[src/rtl/id_ex_reg.sv]
// id_ex_reg: pipeline register between the decode (id) and execute (ex) stages.
//
// Captures the decoded operands, the instruction, its address and the
// writeback control on every rising clock edge.  A NOP bubble is loaded
// instead when:
//   - a taken jump arrives (and for FLUSH_CYCLES-1 further cycles after it),
//   - a hold request of level ID or higher arrives (hold_flag_i >= 3),
//   - a load-use hazard is detected between the load sitting in ex and the
//     instruction presented by id; stall_o then freezes pc_reg and if_id for
//     that cycle so the same instruction is re-presented on the next one.
//
// Parameters:
//   FLUSH_CYCLES  bubbles injected per taken jump, 1..7
//   NOP_INST      encoding driven on inst_o for a bubble (addi x0,x0,0)
//
// Ports:
//   clk                        clock, rising edge
//   rst                        synchronous reset, active low
//   inst_i, inst_addr_i        instruction and its address from id
//   op1_i, op2_i               ALU operands from id
//   op1_jump_i, op2_jump_i     jump-target operands from id
//   reg1_rdata_i, reg2_rdata_i register file read data
//   reg1_raddr_i, reg2_raddr_i source register indices of the id instruction
//   reg_we_i, reg_waddr_i      writeback enable / index
//   jump_flag_i                taken jump from ex
//   hold_flag_i                hold request: 0=NONE 1=PC 2=IF 3=ID
//   *_o                        registered copies of the above, to ex
//   valid_o                    ex holds a real (non-bubble) instruction
//   stall_o                    combinational load-use stall to pc_reg/if_id

module id_ex_reg #(
   parameter int unsigned FLUSH_CYCLES = 1,
   parameter logic [31:0] NOP_INST     = 32'h00000013
) (
   input  logic        clk,
   input  logic        rst,
   input  logic [31:0] inst_i,
   input  logic [31:0] inst_addr_i,
   input  logic [31:0] op1_i,
   input  logic [31:0] op2_i,
   input  logic [31:0] op1_jump_i,
   input  logic [31:0] op2_jump_i,
   input  logic [31:0] reg1_rdata_i,
   input  logic [31:0] reg2_rdata_i,
   input  logic [4:0]  reg1_raddr_i,
   input  logic [4:0]  reg2_raddr_i,
   input  logic        reg_we_i,
   input  logic [4:0]  reg_waddr_i,
   input  logic        jump_flag_i,
   input  logic [2:0]  hold_flag_i,
   output logic [31:0] inst_o,
   output logic [31:0] inst_addr_o,
   output logic [31:0] op1_o,
   output logic [31:0] op2_o,
   output logic [31:0] op1_jump_o,
   output logic [31:0] op2_jump_o,
   output logic [31:0] reg1_rdata_o,
   output logic [31:0] reg2_rdata_o,
   output logic        reg_we_o,
   output logic [4:0]  reg_waddr_o,
   output logic        valid_o,
   output logic        stall_o
);

   localparam logic [6:0] OPCODE_LOAD  = 7'b0000011;
   localparam logic [2:0] FLUSH_RELOAD = 3'(FLUSH_CYCLES - 1);
   localparam logic [2:0] HOLD_ID      = 3'd3;

   logic [2:0] flush_cnt;
   logic       flush_now;
   logic       hazard;
   logic       bubble;

   always_comb begin
      flush_now = jump_flag_i || (hold_flag_i >= HOLD_ID) || (flush_cnt != '0);

      // A load in ex whose destination is read by the instruction in id.
      hazard = valid_o
            && (inst_o[6:0] == OPCODE_LOAD)
            && reg_we_o
            && (reg_waddr_o != '0)
            && ((reg_waddr_o == reg1_raddr_i) || (reg_waddr_o == reg2_raddr_i));

      // A flush already discards the id instruction, so no stall is needed.
      stall_o = hazard && !flush_now;
      bubble  = flush_now || hazard;
   end

   always_ff @(posedge clk) begin
      if (!rst) begin
         inst_o       <= NOP_INST;
         inst_addr_o  <= '0;
         op1_o        <= '0;
         op2_o        <= '0;
         op1_jump_o   <= '0;
         op2_jump_o   <= '0;
         reg1_rdata_o <= '0;
         reg2_rdata_o <= '0;
         reg_we_o     <= 1'b0;
         reg_waddr_o  <= '0;
         valid_o      <= 1'b0;
         flush_cnt    <= '0;
      end else begin
         // The address is carried through bubbles as well as real captures.
         inst_addr_o <= inst_addr_i;
         if (bubble) begin
            inst_o       <= NOP_INST;
            op1_o        <= '0;
            op2_o        <= '0;
            op1_jump_o   <= '0;
            op2_jump_o   <= '0;
            reg1_rdata_o <= '0;
            reg2_rdata_o <= '0;
            reg_we_o     <= 1'b0;
            reg_waddr_o  <= '0;
            valid_o      <= 1'b0;
         end else begin
            inst_o       <= inst_i;
            op1_o        <= op1_i;
            op2_o        <= op2_i;
            op1_jump_o   <= op1_jump_i;
            op2_jump_o   <= op2_jump_i;
            reg1_rdata_o <= reg1_rdata_i;
            reg2_rdata_o <= reg2_rdata_i;
            reg_we_o     <= reg_we_i;
            reg_waddr_o  <= reg_waddr_i;
            valid_o      <= 1'b1;
         end
         // A nonzero count implies flush_now, so decrementing outside the
         // flush branch is equivalent; a jump always restarts the count.
         if (jump_flag_i) begin
            flush_cnt <= FLUSH_RELOAD;
         end else if (flush_cnt != '0) begin
            flush_cnt <= flush_cnt - 3'd1;
         end
      end
   end

endmodule

[config.mk]
export PLATFORM = sky130hd
export DESIGN_NAME = id_ex_reg
export DESIGN_NICKNAME = d
export VERILOG_FILES = /design/src/rtl/id_ex_reg.sv
export SDC_FILE = /design/constraint.sdc
export NUM_CORES = 1
export LEC_CHECK = 0
export ABC_AREA = 0
export BUFFER_PORTS_ARGS = -buffer_cell sky130_fd_sc_hd__buf_2
export CAP_MARGIN = 40
export CORE_AREA = 2 2 211 213
export CTS_CLUSTER_SIZE = 28
export DETAILED_ROUTE_END_ITERATION = 7
export DIE_AREA = 0 0 213 215
export PLACE_DENSITY_LB_ADDON = 0.2
export SLEW_MARGIN = 0
export SYNTH_ARGS = -nofsm -noshare
export SYNTH_HDL_FRONTEND = slang
export SYNTH_SLANG_ARGS = --single-unit
[constraint.sdc]
create_clock -name clk -period 1.8 [get_ports clk]
set_input_delay 0.36 -clock clk [delete_from_list [all_inputs] [get_ports clk]]
set_output_delay 0.36 -clock clk [all_outputs]
set_load 0.02 [all_outputs]
==> results of run 1 <==
## worst min-delay path by stage
stage	from	end	slack, ns	cells after the start
after global routing	op1_jump_i[3]	op1_jump_o[3]	0.02	3
after CTS	inst_i[2]	inst_o[2]	0.006	3
after detailed placement	flush_cnt[1]	flush_cnt[1]	0.49	2
final	inst_addr_i[18]	inst_addr_o[18]	0.04	2
after floorplan	inst_i[0]	inst_o[0]	0.45	1
after global placement	flush_cnt[1]	flush_cnt[1]	0.50	2
## cell families after synthesis
family	count (synthesis)	share of synthesized area [%]
AND/OR/NAND/NOR	278	15.5
flip-flops	266	56.7
AO/OA/AOI/OAI	234	20.1
buffers and inverters	106	6.26
XOR/XNOR	11	1.03
adder cells (fa/ha/maj)	2	0.266
multiplexers	1	0.107
## report_power, final
| part | internal (mW) | switching [mW] |
|---|---|---|
| sequential | 6.07 | 0.0523 |
| combinational | 0.722 | 0.929 |
| clock | 3.56 | 2.45 |
| total | 10.4 | 3.43 |
## stage by stage
stage	cells	setup TNS (ns)	power, mW	utilization (%)	hold slack [ns]
finish	2148	-30.86	13.8	37.2	0.0422
global route	2148	-41.74	14.4	37.2	0.0214
CTS	2109	-26.46	13.9	34.3	0.00646
detailed placement	2011	-37.28	7.76	30.4	0.491
global placement	2011	-36.37	7.75	30.4	0.495
floorplan	898	0	6.96	-	0.454
## critical path, delay by kind of cell, from the launching register on
family | cells | cell delay [ns]
simple gates | 4 | 0.83
flops | 1 | 0.39
buf+inv | 1 | 0.12
## cell type report
| type | count | area (um2) | share of cell area (%) |
|---|---|---|---|
| multi-input combinational | 526 | 3820 | 23.6 |
| tap | 592 | 741 | 4.56 |
| sequential | 266 | 5340 | 32.9 |
| clock inverter | 5 | 55.1 | 0.339 |
| clock buffer | 48 | 910 | 5.61 |
| timing repair buffer | 709 | 5350 | 33.0 |
| inverter | 2 | 7.51 | 0.0463 |
## cells in the final DEF (no fill, tap or decap), types with 3 or more instances in the layout
master,synthesis,final
dlygate4sd3_1,0,34
nor2_1,5,5
and2_1,32,32
buf_2,26,539
buf_16,0,16
a21oi_2,180,210
a21oi_4,0,17
dfxtp_2,0,5
xnor2_1,11,11
buf_12,0,34
a211o_1,3,3
nand2_1,4,3
buf_6,21,5
nand3_1,230,229
buf_8,0,9
clkbuf_1,57,10
dfxtp_1,266,259
clkbuf_16,0,57
buf_4,0,45
clkbuf_8,0,8
## state kept, by name, indices dropped and copies added (netlist names)
| signal | flops |
|---|---|
| inst_addr_o | 32 |
| inst_o | 32 |
| op1_jump_o | 32 |
| op1_o | 32 |
| op2_jump_o | 32 |
| op2_o | 32 |
| reg1_rdata_o | 32 |
| reg2_rdata_o | 32 |
| reg_waddr_o | 5 |
| flush_cnt | 3 |
| reg_we_o | 1 |
| valid_o | 1 |
## layer usage
metal / routed length, um / global-route usage (%)
met1: 15900 / 17.5
met2: 19800 / 26.8
met3: 3650 / 5.51
met4: 718 / 3.85
met5: 54 / 0
## repair_timing
item                                    in CTS  in global routing
gates cloned                                 7                 28
hold endpoints to repair                    34                  0
hold buffers                                34                  0
endpoints found under the setup margin     226                232
pin swaps                                    4                137
resized for setup                           31                111
buffers inserted                             4                 11
==> results.json, run 1 <==
{
  "status": "complete, but fails checks",
  "violations": "negative setup slack",
  "crit_fanout": 4,
  "port_buffers": 541,
  "setup_violations": 232,
  "antenna_found_initial": 5,
  "crit_path_max_incr_delay_ns": 0.51,
  "cts_sinks": 266,
  "finalNetCount": 1815,
  "diodes": 0,
  "dr_total_vias": 9190,
  "root_buffer": "clkbuf_16",
  "synth_top_area_share_pct": 56.7,
  "grt_max_degree": 63,
  "synth_common_cells": "dfxtp_1, nand3_1, a21oi_2",
  "n_fill_cell": 4402,
  "coreArea_mm2": 0.0436,
  "post-route-period-util_pct": 126,
  "synthArstFlopShare_pct": 0,
  "final_cell_area_mm2": 0.0162,
  "post-place-ws_ns": -0.248,
  "core.rowCount": 77,
  "die_area_mm2": 0.0458,
  "avgSynthCellArea_um2": 10.5,
  "synth_nets": 1178,
  "worst_slew_pin_slew_ns": 0.291,
  "synth_edf_count": 0,
  "cts_buffers": 30,
  "cpMaxStageDelayCell": "or4_4",
  "start_kind": "flop",
  "p_leak_nw": 7.17,
  "cap_violations": 0,
  "powerDensity_mw_per_mm2": 850,
  "required_ns": 1.44,
  "route.antenna.remaining_nets": 0,
  "endpoint_kind": "primary output",
  "route.detailed.drc": 0,
  "cp.arrival_ns": 1.91,
  "grtUsageTotal_pct": 15.3,
  "finalHoldViolCount": 0,
  "drv_slew": 0,
  "critPathCapture": "stall_o",
  "min_path_type": "in -> reg",
  "yosysWarnings": 0,
  "cp_cell_sequence": "or4_4 -> nor2_4 -> nor3_4 -> and3_4 -> buf_6",
  "drt_iter0_markers": 390,
  "grt_overflow": 0,
  "die_width_um": 213,
  "synth_area_mm2": 0.00939,
  "clock_latency_ns": 0.56,
  "die_h_um": 215,
  "tritoncts": "done",
  "dp.final_hpwl_um": 26800,
  "r2r.worst_path.cells": 8,
  "yosysUniqueCellTypes": 25,
  "ys_seq_area_share_pct": 56.7,
  "r2r_start": "reg_waddr_o[3]",
  "ys_top_cells_by_area": "dfxtp_1, a21oi_2, nand3_1",
  "reg2reg_to": "inst_o[0]",
  "drive_gt1_share_pct": 62.0,
  "synthesis.instances": 898,
  "synth_most_common_cell": "dfxtp_1",
  "synth_area_leader_cell": "dfxtp_1",
  "wirelength_um": 40100,
  "fmax_mhz": 441,
  "clkTransAtPathRegs_ns": 0.06,
  "drt_pre_antenna_iters": 4,
  "r2r_slack_ns": -0.23,
  "slew_headroom_pct": 80.6,
  "gp_congestion": 0.767,
  "h-tree-depth": 1,
  "grt_pass1_wl_um": 53900,
  "min_period_ns": 2.27,
  "ios": 542,
  "skew_ns": 0.00746,
  "start_util_pct": 21.5,
  "viasPerCell": 4.28,
  "cts_buffer_depth": 3,
  "startpoint": "reg_waddr_o[3]",
  "placed_area_mm2": 0.0133,
  "peakVddDrop_v": 0.000656,
  "setup.worst_path.class": "reg -> out",
  "wl_per_cell_um": 18.7,
  "grt_pass1_vias": 9021,
  "setup_slack_ns": -0.467,
  "rsz0062_at_grt": "true",
  "ys_ff_latch": 266,
  "area_growth_pct": 72.7,
  "synth-main-ff-cell": "dfxtp_1"
}
No activity file was read; power rests on OpenSTA's default activity.
==> run 2: changes to the inputs <==
--- a/config.mk
+++ b/config.mk
@@ -12,7 +12,7 @@
 export CTS_CLUSTER_SIZE = 28
 export DETAILED_ROUTE_END_ITERATION = 7
 export DIE_AREA = 0 0 213 215
-export PLACE_DENSITY_LB_ADDON = 0.2
+export PLACE_DENSITY = 0.55
 export SLEW_MARGIN = 0
 export SYNTH_ARGS = -nofsm -noshare
 export SYNTH_HDL_FRONTEND = slang
==> results.json, run 2 (same netlist as run 1, synthesis figures left out) <==
{
  "die_h_um": 215,
  "clock_latency_ns": 0.56,
  "viasPerCell": 4.35,
  "port_buffers": 541,
  "cts_buffers": 29,
  "clkTransAtPathRegs_ns": 0.06,
  "cap_violations": 0,
  "drt_iter0_markers": 438,
  "slew_headroom_pct": 39.3,
  "critical-path-top-delay-family": "simple AND/OR/NAND/NOR gates",
  "violations": "negative setup slack",
  "antenna_found_initial": 2,
  "drv_slew": 0,
  "setup_violations": 232,
  "crit_fanout": 3,
  "setup.worst_path.class": "reg -> out",
  "gp_congestion": 0.840,
  "dr_total_vias": 9533,
  "fmax_mhz": 439,
  "status": "complete, but fails checks",
  "peakVddDrop_v": 0.000692,
  "critPathBufInv": 1,
  "cp_cell_sequence": "or4_4 -> nor2_4 -> nor3_4 -> and3_4 -> buf_6",
  "cts_sinks": 266,
  "h-tree-depth": 1,
  "wirelength_um": 39300,
  "grt_max_degree": 91,
  "min_path_type": "in -> reg",
  "route.detailed.drc": 0,
  "r2r_start": "reg_waddr_o[2]",
  "route.antenna.remaining_nets": 0,
  "fin_util_pct": 40.2,
  "mostFrequentLayoutCells": "buf_2, dfxtp_1, a21oi_2, nand3_1, nand3_2",
  "final_common_cell": "buf_2",
  "post-place-ws_ns": -0.174,
  "cts_buffer_depth": 3,
  "coreArea_mm2": 0.0436,
  "finalHoldViolCount": 0,
  "start_util_pct": 21.5,
  "wl_per_cell_um": 18.0,
  "cpMaxStageDelayCell": "or4_4",
  "setup_slack_ns": -0.477,
  "skew_ns": 0.00870,
  "n_fill_cell": 4154,
  "drt_pre_antenna_iters": 5,
  "root_buffer": "clkbuf_16",
  "cp.arrival_ns": 1.92,
  "core.rowCount": 77,
  "crit_path_max_incr_delay_ns": 0.53,
  "start_kind": "flop",
  "required_ns": 1.44,
  "die_area_mm2": 0.0458,
  "finalNetCount": 1855,
  "hold_path.startpoint": "op1_jump_i[7]",
  "ios": 542,
  "drive_gt1_share_pct": 69.5,
  "area_growth_pct": 86.5,
  "grt_overflow": 0,
  "dp.final_hpwl_um": 24600,
  "min_period_ns": 2.28,
  "die_width_um": 213,
  "grtUsageTotal_pct": 15.3,
  "p_leak_nw": 7.54,
  "post-route-period-util_pct": 127,
  "p_total_mw": 14.7,
  "final-seq-area_mm2": 0.00534,
  "powerDensity_mw_per_mm2": 841,
  "endpoint_kind": "primary output",
  "tritoncts": "done",
  "worst_slew_pin_slew_ns": 0.910,
  "startpoint": "reg_waddr_o[2]",
  "rsz0062_at_grt": "true",
  "grt_pass1_wl_um": 54700,
  "multi_input_area_mm2": 0.00464,
  "grt_pass1_vias": 9672,
  "diodes": 0
}
==> run 2: cell count changes in the layout (fill, tap and decap cells not counted), moves of 12 or more <==
cell       previous run  this run
nand3_1             229       113
nand3_2               1        67
nand3_4               0        50
a21oi_1               1        28
buf_6                 5        26
buf_8                 9        26
a21oi_2             210       195
clkbuf_16            57        43
a21oi_4              17         5
buf_12               34        46
==> run 2: layout make-up <==
cell class	count	share of cell area [%]
sequential	266	30.5
multi-input combinational	526	26.5
clock inverter	16	1.25
clock buffer	38	4.62
tap	592	4.23
timing repair buffer	750	33.0
inverter	2	0.0428
==> run 2: final timing paths <==
kind                      endpoint  slack (ns)  depth (start not counted)
hold reg to reg       flush_cnt[1]        0.51                          2
setup / recovery           stall_o       -0.48                          5
hold / removal       op1_jump_o[7]        0.04                          3
setup reg to reg  reg1_rdata_o[30]       -0.38                         14
==> run 2: power by group <==
part           switching, mW  internal, mW
logic                   1.16          1.05
registers             0.0546          6.07
clock network           2.52          3.88
==> run 2: worst reg2reg max path, delay by kind of cell (launching register included) <==
family,cells,cell delay [ns]
buffers and inverters,10,1.24
AOI/OAI and AO/OA,2,0.20
and+or+nand+nor,1,0.12
DFF,1,0.34
xor gates and xnor gates,1,0.17
==> run 2: per-layer routing <==
metal	GRT usage (%)	vias to the layer above	routed length, um
met5	0	-	20
met4	4.73	2	1080
met3	4.12	65	3330
met2	26.7	447	19000
met1	18.1	4526	15900
li1	-	4493	-
==> run 2: stage by stage <==
stage | instances | instance area [um2] | hold slack [ns] | setup TNS, ns
2_1_floorplan | 898 | 9410 | 0.454 | 0
3_3_place_gp | 2025 | 13300 | 0.483 | -0.208
3_5_place_dp | 2025 | 13300 | 0.496 | -3.00
4_1_cts | 2167 | 16400 | 0.00694 | -44.20
5_1_grt | 2190 | 17500 | 0.0204 | -81.70
6_report | 2190 | 17500 | 0.0360 | -66.06
==> run 2: timing repair <==
action,CTS,global route
pin swaps,40,45
hold buffers,30,0
cloned,20,14
gates resized for setup,189,169
setup buffers,39,28
setup endpoints to repair,142,232
endpoints found under the hold margin,30,0
==> run 3: changes to the inputs <==
--- a/config.mk
+++ b/config.mk
@@ -13,6 +13,7 @@
 export DETAILED_ROUTE_END_ITERATION = 7
 export DIE_AREA = 0 0 213 215
 export PLACE_DENSITY = 0.55
+export REMOVE_ABC_BUFFERS = 1
 export SLEW_MARGIN = 0
 export SYNTH_ARGS = -nofsm -noshare
 export SYNTH_HDL_FRONTEND = slang
==> results.json, run 3 (same netlist as run 1, synthesis figures left out) <==
{
  "final_cell_area_mm2": 0.0156,
  "fin_util_pct": 35.7,
  "internal_power_mw": 10.5,
  "slew_headroom_pct": 72.0,
  "cts_sinks": 266,
  "core.rowCount": 77,
  "wirelength_um": 34800,
  "finalNetCount": 1785,
  "holdWs_ns": 0.0309,
  "skew_ns": 0.0180,
  "route.antenna.remaining_nets": 0,
  "viasPerCell": 4.22,
  "endpoint_kind": "primary output",
  "grtUsageTotal_pct": 13.5,
  "drt_pre_antenna_iters": 4,
  "drive_gt1_share_pct": 62.1,
  "setup.worst_path.class": "reg -> out",
  "antenna_found_initial": 7,
  "start_util_pct": 21.5,
  "cp_cell_sequence": "or4_4 -> nor2_4 -> nor3_4 -> buf_12 -> and3_4 -> buf_6",
  "required_ns": 1.44,
  "mostFrequentLayoutCells": "buf_2, dfxtp_1, nand3_1, a21oi_2, buf_4",
  "diodes": 0,
  "cp.arrival_ns": 2.00,
  "crit_path_max_incr_delay_ns": 0.54,
  "grt_pass1_vias": 8735,
  "setup_violations": 181,
  "route.detailed.drc": 0,
  "seqPwrFrac_pct": 43.9,
  "finalHoldViolCount": 0,
  "setup-tns-final_ns": -20.00,
  "rsz0062_at_grt": "true",
  "drt_iter0_markers": 425,
  "cts_buffers": 29,
  "die_width_um": 213,
  "min_period_ns": 2.36,
  "critPathBufInv": 2,
  "crit_fanout": 2,
  "violations": "negative setup slack",
  "status": "complete, but fails checks",
  "tritoncts": "done",
  "dr_total_vias": 8952,
  "die_area_mm2": 0.0458,
  "post-route-period-util_pct": 131,
  "power_frac_comb_pct": 11.7,
  "grt_pass1_wl_um": 48900,
  "coreArea_mm2": 0.0436,
  "grt_max_degree": 54,
  "powerDensity_mw_per_mm2": 896,
  "grt_overflow": 0,
  "wl_per_cell_um": 16.4,
  "fmax_mhz": 424,
  "power_switching_mw": 3.43,
  "cts_buffer_depth": 3,
  "root_buffer": "clkbuf_16",
  "dp.final_hpwl_um": 24400,
  "cpMaxStageDelayCell": "or4_4",
  "drv_slew": 0,
  "setup_slack_ns": -0.559,
  "p_sw_share_pct": 24.6,
  "clkPwrFrac_pct": 44.4,
  "cap_violations": 0,
  "placed_area_mm2": 0.0132,
  "final_common_cell": "buf_2",
  "worst_slew_pin_slew_ns": 0.420,
  "die_h_um": 215,
  "clkTransAtPathRegs_ns": 0.06,
  "n_fill_cell": 4380,
  "post-place-ws_ns": -0.0949,
  "min_path_type": "in -> reg",
  "ios": 542,
  "peakVddDrop_v": 0.000565,
  "area_growth_pct": 65.7,
  "gp_congestion": 0.837,
  "port_buffers": 541,
  "start_kind": "flop",
  "h-tree-depth": 1,
  "p_leak_nw": 6.95,
  "clock_latency_ns": 0.56,
  "critical-path-top-delay-family": "simple AND/OR/NAND/NOR gates"
}
-- run 3: through the flow --
| step | power, mW | std cells |
|---|---|---|
| 5_1_grt | 14.5 | 2119 |
| 3_3_place_gp | 7.69 | 2007 |
| 6_report | 13.9 | 2119 |
| 2_1_floorplan | 6.87 | 794 |
| 3_5_place_dp | 7.70 | 2007 |
| 4_1_cts | 14.0 | 2091 |
-- run 3: repair_timing --
action,in CTS,in global routing
pin swaps,6,106
buffers inserted,3,12
hold buffers,26,0
endpoints found under the hold margin,26,0
cloned,2,16
gates resized for setup,25,103
endpoints found under the setup margin,132,228
-- run 3: path summary, 6_finish.rpt --
| check | from | to | slack, ns | cells past startpoint |
|---|---|---|---|---|
| setup reg to reg | reg_waddr_o[0] | op1_o[0] | -0.26 | 10 |
| hold reg to reg | flush_cnt[1] | flush_cnt[1] | 0.52 | 2 |
| setup / recovery | reg_waddr_o[0] | stall_o | -0.56 | 6 |
| hold / removal | op2_i[12] | op2_o[12] | 0.03 | 3 |
-- run 3: worst min-delay path, stage by stage --
cell and delay, ns:
buf_2 0.10, nand3_2 0.06, a21oi_2 0.03
-- run 3: final cells by class --
type                    instances  area, um2  area share (%)
flip-flops and latches        266       5330            34.3
inverters                       2       7.51          0.0482
clock buffers                  38        810            5.20
clock inverters                15        184            1.18
repair buffers                680       4700            30.2
well taps                     592        741            4.76
multi-input cells             526       3790            24.3
-- run 3: metal layers --
layer,up-vias,share of wire [%],GRT usage (%)
li1,4340,-,-
met1,4183,40,15.5
met2,347,49,23.7
met3,68,8.3,4.18
met4,14,2.5,4.34
met5,-,0.26,0
-- run 3: power by group through the flow --
stage	clock, mW	combinational, mW	sequential (mW)
2_1_floorplan	0	0.380	6.49
3_3_place_gp	0	1.44	6.25
3_5_place_dp	0	1.45	6.25
4_1_cts	6.35	1.52	6.12
5_1_grt	6.59	1.76	6.13
6_report	6.20	1.63	6.12
